### src/rtl/mem_arbiter.sv
`default_nettype none
// ============================================================================
// mem_arbiter : fetch/data arbiter onto one shared memory with a starvation
//               guard for fetches. Macro MEM_ARBITER_STATS_EN adds grant counters.
// Revision    : 1.0
// ============================================================================
module mem_arbiter #(
  parameter int STARVE_MAX = 4
) (
  input  logic        clk,
  input  logic        reset,
  input  logic        im_req,
  input  logic [31:0] im_addr,
  output logic [31:0] im_rdata,
  output logic        im_ack,
  input  logic        dm_req,
  input  logic        dm_rd_wr,
  input  logic [31:0] dm_addr,
  input  logic [31:0] dm_wdata,
  input  logic [1:0]  dm_access_size,
  output logic [31:0] dm_rdata,
  output logic        dm_ack,
  output logic [31:0] mem_addr,
  output logic [31:0] mem_din,
  input  logic [31:0] mem_dout,
  output logic [1:0]  mem_access_size,
  output logic        mem_rd_wr,
`ifdef MEM_ARBITER_STATS_EN
  output logic [15:0] im_grant_cnt,
  output logic [15:0] dm_grant_cnt,
`endif
  output logic        mem_enable
);

  localparam logic [1:0] SZ_WORD    = 2'b10;
  localparam logic [3:0] STARVE_LIM = 4'(STARVE_MAX);

  typedef enum logic [1:0] {
    IDLE   = 2'd0,
    RESP_I = 2'd1,
    RESP_D = 2'd2
  } state_t;

  state_t      state_q, state_d;
  logic [3:0]  starve_q, starve_d;
  logic [31:0] im_rdata_q, dm_rdata_q;
  logic        im_ack_q, dm_ack_q;
  logic        dm_rd_q;
  logic        grant_i, grant_d;

  // Grants are suppressed while reset is held so nothing is issued from reset.
  always_comb begin
    grant_i = 1'b0;
    grant_d = 1'b0;
    if (state_q == IDLE && !reset) begin
      if (im_req && (!dm_req || starve_q == STARVE_LIM)) begin
        grant_i = 1'b1;
      end else if (dm_req) begin
        grant_d = 1'b1;
      end
    end
  end

  always_comb begin
    state_d         = state_q;
    mem_enable      = 1'b0;
    mem_addr        = 32'h0;
    mem_din         = 32'h0;
    mem_rd_wr       = 1'b1;
    mem_access_size = SZ_WORD;
    case (state_q)
      IDLE: begin
        if (grant_i) begin
          mem_enable = 1'b1;
          mem_addr   = im_addr;
          state_d    = RESP_I;
        end else if (grant_d) begin
          mem_enable      = 1'b1;
          mem_addr        = dm_addr;
          mem_din         = dm_wdata;
          mem_rd_wr       = dm_rd_wr;
          mem_access_size = dm_access_size;
          state_d         = RESP_D;
        end
      end
      RESP_I, RESP_D: state_d = IDLE;
      default:        state_d = IDLE;
    endcase
  end

  always_comb begin
    starve_d = starve_q;
    if (!im_req || grant_i) begin
      starve_d = 4'd0;
    end else if (grant_d && starve_q < STARVE_LIM) begin
      starve_d = starve_q + 4'd1;
    end
  end

  always_ff @(posedge clk) begin
    if (reset) begin
      state_q    <= IDLE;
      starve_q   <= 4'd0;
      im_ack_q   <= 1'b0;
      dm_ack_q   <= 1'b0;
      im_rdata_q <= 32'h0;
      dm_rdata_q <= 32'h0;
      dm_rd_q    <= 1'b1;
    end else begin
      state_q  <= state_d;
      starve_q <= starve_d;
      im_ack_q <= (state_q == RESP_I);
      dm_ack_q <= (state_q == RESP_D);
      if (grant_d) begin
        dm_rd_q <= dm_rd_wr;
      end
      if (state_q == RESP_I) begin
        im_rdata_q <= mem_dout;
      end
      // A store completes with an ack but leaves the load-data register alone.
      if (state_q == RESP_D && dm_rd_q) begin
        dm_rdata_q <= mem_dout;
      end
    end
  end

  assign im_ack   = im_ack_q;
  assign dm_ack   = dm_ack_q;
  assign im_rdata = im_rdata_q;
  assign dm_rdata = dm_rdata_q;

`ifdef MEM_ARBITER_STATS_EN
  logic [15:0] im_cnt_q, dm_cnt_q;

  always_ff @(posedge clk) begin
    if (reset) begin
      im_cnt_q <= 16'h0;
      dm_cnt_q <= 16'h0;
    end else begin
      if (grant_i && im_cnt_q != 16'hFFFF) begin
        im_cnt_q <= im_cnt_q + 16'd1;
      end
      if (grant_d && dm_cnt_q != 16'hFFFF) begin
        dm_cnt_q <= dm_cnt_q + 16'd1;
      end
    end
  end

  assign im_grant_cnt = im_cnt_q;
  assign dm_grant_cnt = dm_cnt_q;
`endif

endmodule
`default_nettype wire

### config.mk
export PLATFORM = sky130hd
export DESIGN_NAME = mem_arbiter
export DESIGN_NICKNAME = d
export VERILOG_FILES = /design/src/rtl/mem_arbiter.sv
export SDC_FILE = /design/constraint.sdc
export NUM_CORES = 1
export LEC_CHECK = 0
export ABC_AREA = 1
export BUFFER_PORTS_ARGS = -buffer_cell sky130_fd_sc_hd__buf_2
export CORE_AREA = 4 4 101 103
export CTS_CLUSTER_DIAMETER = 200
export CTS_CLUSTER_SIZE = 24
export DETAILED_ROUTE_END_ITERATION = 10
export DIE_AREA = 0 0 105 107
export GPL_TIMING_DRIVEN = 0
export PLACE_DENSITY = 0.77
export SKIP_CTS_REPAIR_TIMING = 1
export SYNTH_ARGS = -nofsm -noshare
export SYNTH_HDL_FRONTEND = slang
export SYNTH_SLANG_ARGS = --single-unit
### constraint.sdc
create_clock -name clk -period 3.45 [get_ports clk]
set_input_delay 0.69 -clock clk [delete_from_list [all_inputs] [get_ports clk]]
set_output_delay 0.69 -clock clk [all_outputs]
set_load 0.02 [all_outputs]
==> impl_results.md <==
- Final Worst Setup Slack: ~800 ps
- Chip width: approximately 110 um
- Final Hold Fails: 0
- Hold/Removal Path Class: register to register
- CP arrival: approximately 2000 ps
- Synth-to-Final Area Change: 46.7%
- Crit Path Category: register to primary output
- FF+latch count, synth: between 70 and 80
- Total leakage power: approximately 0.0030 uW
- Clock Sinks: 73
- Clk_skew: about 5.0 ps
- Post-synth ARST share: 0%
- CP max FO: 10
- Starting Density: between 30% and 40%
- Core Region: between 9000 and 10000 um2
- Per-cell routed wire length: between 10 and 15 um
- CTS Root Cell: clkbuf_8
- PwrDens: 389 nW/um2
- Clock buffer count from CTS: 9
- CTS tree: built
- Worst Hold Launch: dm_rdata[14]
- Die Ht: approximately 110 um
- CP Data Required Time: 2760 ps
- Post-Syn Area per Cell: between 7 and 8 um2
- Register area share after synthesis: between 40% and 50%
- FP Rows: 35
- Final #Nets: slightly above 900
- Worst setup EP type: primary output
- Peak VDD IR: slightly above 0.2 mV
- Cell Area, Synth: around 3600 um2
- Slew @ Worst Pin: approximately 450 ps
- Fin. max-slew vios: 0
- Maxcap violations: 0
- Number of antenna diodes: 0
- DR pass1 iterations: 4
- Period utilization: 76.5%
- Unrepaired setup endpoints after global routing: false
- Synth warnings: 0
- Area share of the largest cell type after synthesis: 40.8%
- Final min period: 2640 ps
- Hpwl dp: 9.79 mm
- Port-buffer cells: roughly 270
- Vias: 4004
- Layout cells sized above 1: between 40% and 50%
- Number of enable flip-flop cells after synthesis: 0
- Syn nets: 645
- Slew Limit Headroom: between 70 and 80%
- Vias in the first global route: roughly 3700
- Post-Route WL: ~12 mm
- Die area: 11200 um2
- Overflow after GRT: 0
- GP Congestion: just under 0.9
- Crit path launch type: register
- Largest net degree at the start of global routing: 13
- Pre-CTS setup slack: roughly 900 ps
- Avg Vias per Cell: 4.44
- Drt initial violations: 138
- Commonest cells in the netlist: nand2_1 (107), inv_1 (79), nor2_1 (76)
- Setup TNS Final: 0 ps
- Fmax: ~380 MHz
- CP startpoint: starve_q[0]
- Global Route Usage Sum: between 15 and 20%
- Maximum buffer depth of the clock tree: 2
- First-pass GRT wire length: 18.0 mm
- Total power: slightly above 2000 uW
- Synth area leaders: dfxtp_1 (41%), nand2_1 (11%), o21ai_0 (8.9%)
- H-tree depth: 3
- Count leader, synth: nand2_1
- Cell variety after synth: 22
- DRT antenna net count: 0
- Clock Pin Slew Worst Setup and Hold Paths: approximately 80 ps
- Clk Latency, worst-skew pair: about 340 ps
- Top FF cell, synth: dfxtp_1
- Mapped Cells: 508
- Post-synth top area cell: dfxtp_1
- IO Count: roughly 270
- DRC Markers: 0
- Outcome: finished clean
- RR Startpoint: state_q[0]
- Setup-failing EPs final: 0
- Antenna violations before repair: 0
## sequential cells by signal, indices dropped and copies added, names as in the netlist
signal	flops
dm_ack	1
dm_rd_q	1
dm_rdata	32
im_ack	1
im_rdata	32
starve_q	4
state_q	2
## metal layers
layer,track usage [%],routed length (um),vias up
li1,-,-,2094
met1,22.2,4640,1710
met2,34.2,5830,176
met3,5.84,907,24
met4,10.1,518,0
met5,0,0,-
## final cells by class
class,instances,area [um2]
fill,932,3940
multi-input combinational,324,1600
sequential,73,1460
timing repair buffer,268,1340
inverter,82,308
buffer,29,211
tap,111,139
clock buffer,10,138
clock inverter,5,56.3
## stage by stage
stage,area (um2),instances,hold slack [ps],utilization [%]
2_1_floorplan,3580,508,430,-
3_3_place_gp,5060,887,428,55.0
3_5_place_dp,5060,887,432,55.0
4_1_cts,5260,902,443,57.2
5_1_grt,5260,902,463,57.2
6_report,5260,902,442,57.2
## worst paths after layout
path	to	depth (start not counted)	slack, ps
max	mem_addr[18]	11	810
max reg2reg	im_rdata[25]	6	1980
min reg2reg	dm_rdata[14]	2	440
min	dm_rdata[14]	2	440
## critical path: stages, from the launching register on
cell,delay [ps]
dfxtp_1,350
inv_1,70
ha_1,190
nand3_1,80
nand2_1,60
nand2_1,150
nand2_2,100
inv_2,130
buf_4,190
nand2_1,60
nand2_1,60
buf_2,190
## where the power goes
part,internal (uW),switching [uW]
logic,176,298
registers,889,21.8
clock network,348,310
## cell families (layout without fill, tap and decap cells)
kind of cell	after synthesis	count (layout)	synth area share [%]
AND/OR/NAND/NOR	224	224	30.2
buffers and inverters	111	394	14.5
AO/OA/AOI/OAI	98	98	13.8
flip-flops	73	73	40.8
adder cells (fa/ha/maj)	2	2	0.698
## cells in the final DEF (no fill, tap or decap), types with 10 or more instances in the layout
cell	n
inv_1	79
clkbuf_8	10
nor2_1	76
dfxtp_1	73
clkbuf_1	14
nor2_4	28
nand2_1	107
buf_2	269
o21ai_0	64
a21oi_1	33
Power figures use the tool's default switching activity.
